===== config.mk =====
export PLATFORM = sky130hd
export DESIGN_NAME = sum_feeder
export DESIGN_NICKNAME = d
export VERILOG_FILES = /design/src/rtl/sum_feeder.sv
export SDC_FILE = /design/constraint.sdc
export NUM_CORES = 1
export LEC_CHECK = 0
export ABC_AREA = 1
export CORE_MARGIN = 1.5
export CORE_UTILIZATION = 45
export DETAILED_ROUTE_END_ITERATION = 12
export PLACE_DENSITY = 0.76
export SETUP_SLACK_MARGIN = 0.02
export SYNTH_ARGS = -nofsm -noshare
export SYNTH_HDL_FRONTEND = slang
export SYNTH_SLANG_ARGS = --single-unit

===== constraint.sdc =====
create_clock -name clock -period 7.3 [get_ports clock]
set_input_delay 1.095 -clock clock [delete_from_list [all_inputs] [get_ports clock]]
set_output_delay 1.095 -clock clock [all_outputs]
set_load 0.02 [all_outputs]

===== src/rtl/sum_feeder.sv =====
// sum_feeder: streams a software-loaded operand list into the summing accumulator,
// then checks the accumulator's returned sum against a locally computed expectation.
module sum_feeder #(
    parameter int WIDTH   = 8,
    parameter int DEPTH   = 8,
    parameter int TIMEOUT = 16
) (
    input  logic                         clock,
    input  logic                         reset,
    input  logic                         wr_en,
    input  logic [WIDTH-1:0]             wr_data,
    input  logic                         clear_list,
    input  logic                         start,
    input  logic                         done,
    input  logic [WIDTH-1:0]             sum,
    output logic                         go_l,
    output logic [WIDTH-1:0]             inA,
    output logic [WIDTH-1:0]             exp_sum,
    output logic [$clog2(DEPTH+1)-1:0]   count,
    output logic                         busy,
    output logic                         wr_rej,
    output logic                         match,
    output logic                         mismatch,
    output logic                         timeout
);
    localparam int CW = $clog2(DEPTH + 1);
    localparam int AW = (DEPTH > 1) ? $clog2(DEPTH) : 1;
    localparam int TW = (TIMEOUT > 1) ? $clog2(TIMEOUT) : 1;
    localparam logic [CW-1:0] DEPTH_C   = CW'(DEPTH);
    localparam logic [TW-1:0] WAIT_LAST = TW'(TIMEOUT - 1);

    typedef enum logic [2:0] {
        S_IDLE,
        S_GO,
        S_STREAM,
        S_TERM,
        S_WAIT_DONE
    } state_t;

    state_t           r_state;
    state_t           w_next;
    logic [WIDTH-1:0] r_list [DEPTH];
    logic [CW-1:0]    r_count;
    logic [CW-1:0]    r_k;
    logic [TW-1:0]    r_wait;
    logic [WIDTH-1:0] r_exp_sum;
    logic             r_wr_rej;
    logic             r_match;
    logic             r_mismatch;
    logic             r_timeout;

    logic             w_idle;
    logic             w_wr_ok;
    logic             w_start_ok;
    logic             w_last_k;
    logic             w_wait_last;
    logic [AW-1:0]    w_wr_idx;
    logic [AW-1:0]    w_rd_idx;

    // A zero operand would terminate the accumulator early, so it is never stored.
    assign w_idle      = (r_state == S_IDLE);
    assign w_wr_ok     = wr_en && w_idle && (wr_data != '0) && (r_count != DEPTH_C) && !clear_list;
    assign w_start_ok  = w_idle && start && (r_count != '0);
    assign w_last_k    = ((r_k + CW'(1)) == r_count);
    assign w_wait_last = (r_wait == WAIT_LAST);
    assign w_wr_idx    = r_count[AW-1:0];
    assign w_rd_idx    = r_k[AW-1:0];

    // NOTE: every output and next-state gets a default first, so no path infers a latch.
    always_comb begin
        w_next = r_state;
        go_l   = 1'b1;
        inA    = '0;
        case (r_state)
            S_IDLE: begin
                if (w_start_ok) w_next = S_GO;
            end
            S_GO: begin
                go_l   = 1'b0;
                w_next = S_STREAM;
            end
            S_STREAM: begin
                inA = r_list[w_rd_idx];
                if (w_last_k) w_next = S_TERM;
            end
            S_TERM: begin
                w_next = S_WAIT_DONE;
            end
            S_WAIT_DONE: begin
                if (done || w_wait_last) w_next = S_IDLE;
            end
            default: w_next = S_IDLE;
        endcase
    end

    // NOTE: sequential state uses <= only, so every register samples pre-edge values.
    always_ff @(posedge clock) begin
        if (reset) begin
            r_state    <= S_IDLE;
            r_count    <= '0;
            r_k        <= '0;
            r_wait     <= '0;
            r_exp_sum  <= '0;
            r_wr_rej   <= 1'b0;
            r_match    <= 1'b0;
            r_mismatch <= 1'b0;
            r_timeout  <= 1'b0;
        end else begin
            r_state  <= w_next;
            r_wr_rej <= wr_en && !w_wr_ok;

            // An accepted start takes priority over a same-cycle clear.
            if (w_wr_ok) begin
                r_count <= r_count + CW'(1);
            end else if (clear_list && w_idle && !w_start_ok) begin
                r_count <= '0;
            end

            case (r_state)
                S_IDLE: begin
                    if (w_start_ok) begin
                        r_match    <= 1'b0;
                        r_mismatch <= 1'b0;
                        r_timeout  <= 1'b0;
                        r_exp_sum  <= '0;
                    end
                end
                S_GO: r_k <= '0;
                S_STREAM: begin
                    r_exp_sum <= r_exp_sum + r_list[w_rd_idx];
                    r_k       <= r_k + CW'(1);
                end
                S_TERM: r_wait <= '0;
                S_WAIT_DONE: begin
                    if (done) begin
                        r_match    <= (sum == r_exp_sum);
                        r_mismatch <= (sum != r_exp_sum);
                    end else if (w_wait_last) begin
                        r_timeout <= 1'b1;
                    end else begin
                        r_wait <= r_wait + TW'(1);
                    end
                end
                default: ;
            endcase
        end
    end

    // NOTE: the list storage is not reset; count alone defines which entries are valid.
    always_ff @(posedge clock) begin
        if (w_wr_ok) r_list[w_wr_idx] <= wr_data;
    end

    assign busy     = !w_idle;
    assign count    = r_count;
    assign exp_sum  = r_exp_sum;
    assign wr_rej   = r_wr_rej;
    assign match    = r_match;
    assign mismatch = r_mismatch;
    assign timeout  = r_timeout;
endmodule


==> out/results.txt <==
The total of endpoints with negative setup slack in the final report was 0. For the initial cell density of the core, the log shows 0.467. The tightest min-delay check is of the reg2reg type. The post-synthesis instance total is 448. The placed instances occupy a cell area of 4920 um2.

The antenna diode count came out at 0. Type of element capturing the critical path: an output port. The boundary pin count is 48. By area the synthesized netlist is led by edfxtp_1, dfxtp_1, nand2_1. Of all cell types, the one taking the most synthesized area is edfxtp_1.

The initial antenna violation count was 0; the routed wire length was 9660 um. The average routed wire per standard cell is 15.4 um. The run finished with clean final reports.

Using the TritonRoute via totals, the vias-per-cell ratio works out to 5.29. Routability-driven placement finished with a final weighted congestion of 0.846. The count of TritonRoute iterations in the first routing pass came out at 4. The worst setup path is launched from a register. The chip width works out to 101 um.

The worst clock skew on the final layout is 0.0182 ns, and the row count is 35. For the pin with the worst max-slew slack, the measured transition is 1.05 ns. The clock-pin slew on the worst setup and hold paths came out at 0.09 ns. The slowest stage of the critical path is the dfxtp_1 cell. For this run, design rule violations remaining after detail routing come to 0. The run gives 0.202 as the overall routing resource usage.

Startpoint-to-endpoint class of the critical path: reg2out. The final route contains 3308 vias. Setup repair after global routing left no endpoint under its margin. In this run the mean area of a mapped cell was 9.72 um2. Port buffering added 47 buffers. The die height came out at 101 um. In this run the worst path has a maximum fanout of 33. The clock latency reported for the late side of the worst-skew pair was 0.36 ns; the worst endpoint required time was 6.20 ns. The via count of the first global-routing pass is 3160.

TritonCTS built the clock tree. The run gives 1.85 nW as the leakage power. Gates resized during post-CTS repair numbered 0. The post-route fraction of the period consumed by the critical path came out at 0.607. The final count of pins violating max slew is 0, and the cell area after layout is 5080 um2.

The clock passes through at most 2 buffers. When the netlist entered floorplanning its net count stood at 482. For the part of the Yosys area used for sequential elements, the log shows 0.579. Traced cell by cell, the critical path runs through inv_1, nand2_1, nand3_1, nand3_1, nand2_1, nor2_1, clkdlybuf4s50_1.

The number of hold violations in the final report is 0, and the fraction of final layout cells sized beyond drive strength 1 is 0.0827. The relative max-transition margin was 0.300. Counting instances in the post-synthesis netlist gives the leading cell types as nand2_1, edfxtp_1, nor2_1, o21ai_0, a21oi_1. For this run, the number of Yosys warnings is 0. Summing every instance area after synthesis gives 4360 um2. The first routing iteration left 190 violations. In this design, the stage delay of the slowest critical-path cell is 1.02 ns. The areal power density over the cells was 290 nW/um2; the die footprint was 10300 um2. The proportion of synthesized flip-flops having asynchronous set or reset works out to 0. For this run, the leading register cell type out of synthesis is edfxtp_1. After layout, the minimum clock period comes to 4.43 ns.

The area share of the largest cell type after synthesis is 0.441. Entering global routing, the biggest net connects 34 pins. The run gives 3 as the H-tree depth. Timing would allow up to 226 MHz. In this run, synthesis produced a sequential element count of 94. For flop-to-flop paths, the worst setup slack is 3.54 ns. The netlist uses 36 different library cells. The root buffer cell chosen for the clock tree is clkbuf_8. The run gives 0 as the total of max-cap violations.

The number of setup buffers added after CTS is 0. The number of synthesized flops with an enable pin is 64, and the number of nets with antenna violations after routing is 0. Global-route wire length before repair: 15600 um. nand2_1 is the most common cell in the netlist. At the worst endpoint, the arrival time is 3.33 ns. Hold repair after CTS inserted 0 buffers.

The fill cell instance count of the final layout is 796, and the area growth from synthesis to layout is 16.6%. Counting every sink on the clock net gives 94. For the final routed database, the setup TNS stands at 0 ns. TritonCTS created 9 clock buffers.

For the total number of nets in the final design, the log shows 526. The worst-case vdd ir drop was 0.0000993 V; the overall overflow remaining after global route was 0. Area of the core: 9330 um2. Detailed placement finished with a half-perimeter wire length of 6650 um.
[sequential cells by signal (all words and copies together) (netlist names), named ones only]
signal	flops
wr_rej	1
mismatch	1
exp_sum	8
count	4
r_wait	4
timeout	1
r_k	4
r_state	3
match	1
r_list	64
[layout by cell type (no fill, tap or decap), types with 2 or more instances in the layout]
cell type / count
xor2_1: 9
o22ai_1: 15
nand2_1: 79
edfxtp_1: 64
clkdlybuf4s50_1: 47
clkbuf_8: 9
a21oi_1: 34
nor2_4: 2
nor2_2: 4
nor3_1: 5
dfxtp_1: 30
nand3_1: 25
clkbuf_1: 2
o21ai_0: 35
inv_1: 30
xnor2_1: 4
ha_1: 11
inv_2: 7
nor4_1: 3
nand4_1: 2
nand2_2: 3
nor2_1: 47
o21ai_1: 4
nor3_2: 8
[per-layer routing]
metal	wire length, um	vias up	GRT usage
met3	447	10	0.0400
met5	0	-	0
li1	-	1644	-
met1	4340	1575	0.268
met2	4720	79	0.334
met4	154	0	0.0662
[worst max-delay path: cells and delay by family (launching register included)]
kind	cells	cell delay [ns]
buf+inv	2	1.31
simple gates	5	0.65
flops	1	1.02
[through the flow]
stage | worst slack (ns) | hold slack [ns] | std cells | util | total power [mW]
floorplan | 4.79 | 0.452 | 448 | - | 1.02
global placement | 3.38 | 0.459 | 610 | 0.528 | 1.17
detailed placement | 3.28 | 0.452 | 610 | 0.528 | 1.19
CTS | 2.89 | 0.466 | 625 | 0.545 | 1.48
global route | 2.58 | 0.499 | 625 | 0.545 | 1.57
finish | 2.87 | 0.466 | 625 | 0.545 | 1.48
[path summary, 6_finish.rpt]
kind | from | endpoint | cells after the start
setup / recovery | register | inA[7] | 7
hold / removal | timeout$_SDFFE_PP0P_ | timeout$_SDFFE_PP0P_ | 2
setup reg to reg | register | exp_sum[5]$_SDFFE_PP0P_ | 13
hold reg to reg | timeout$_SDFFE_PP0P_ | timeout$_SDFFE_PP0P_ | 2
[report_power, final]
group          total, mW  internal, mW  switching, mW  leakage (nW)
Clock              0.295         0.121          0.174        0.0730
Combinational      0.518         0.198          0.320         0.952
Sequential         0.662         0.608         0.0544         0.821
[cells by family (layout without fill, tap and decap cells)]
logic type / after synthesis / count (layout) / synth area share
xor gates and xnor gates: 13 / 13 / 0.0261
adders and majority gates: 12 / 12 / 0.0362
AOI/OAI and AO/OA: 94 / 94 / 0.117
buffers and inverters: 51 / 99 / 0.0468
DFF: 94 / 94 / 0.579
and+or+nand+nor: 184 / 184 / 0.195
[final cells by class]
| class | count | area (um2) | share of cell area |
|---|---|---|---|
| tap | 129 | 161 | 0.0318 |
| multi-input combinational | 303 | 1630 | 0.321 |
| clock inverter | 4 | 25.0 | 0.00493 |
| clock buffer | 11 | 131 | 0.0259 |
| timing repair buffer | 47 | 470 | 0.0926 |
| inverter | 37 | 139 | 0.0273 |
| sequential | 94 | 2520 | 0.497 |
No activity file was read; power rests on OpenSTA's default activity.
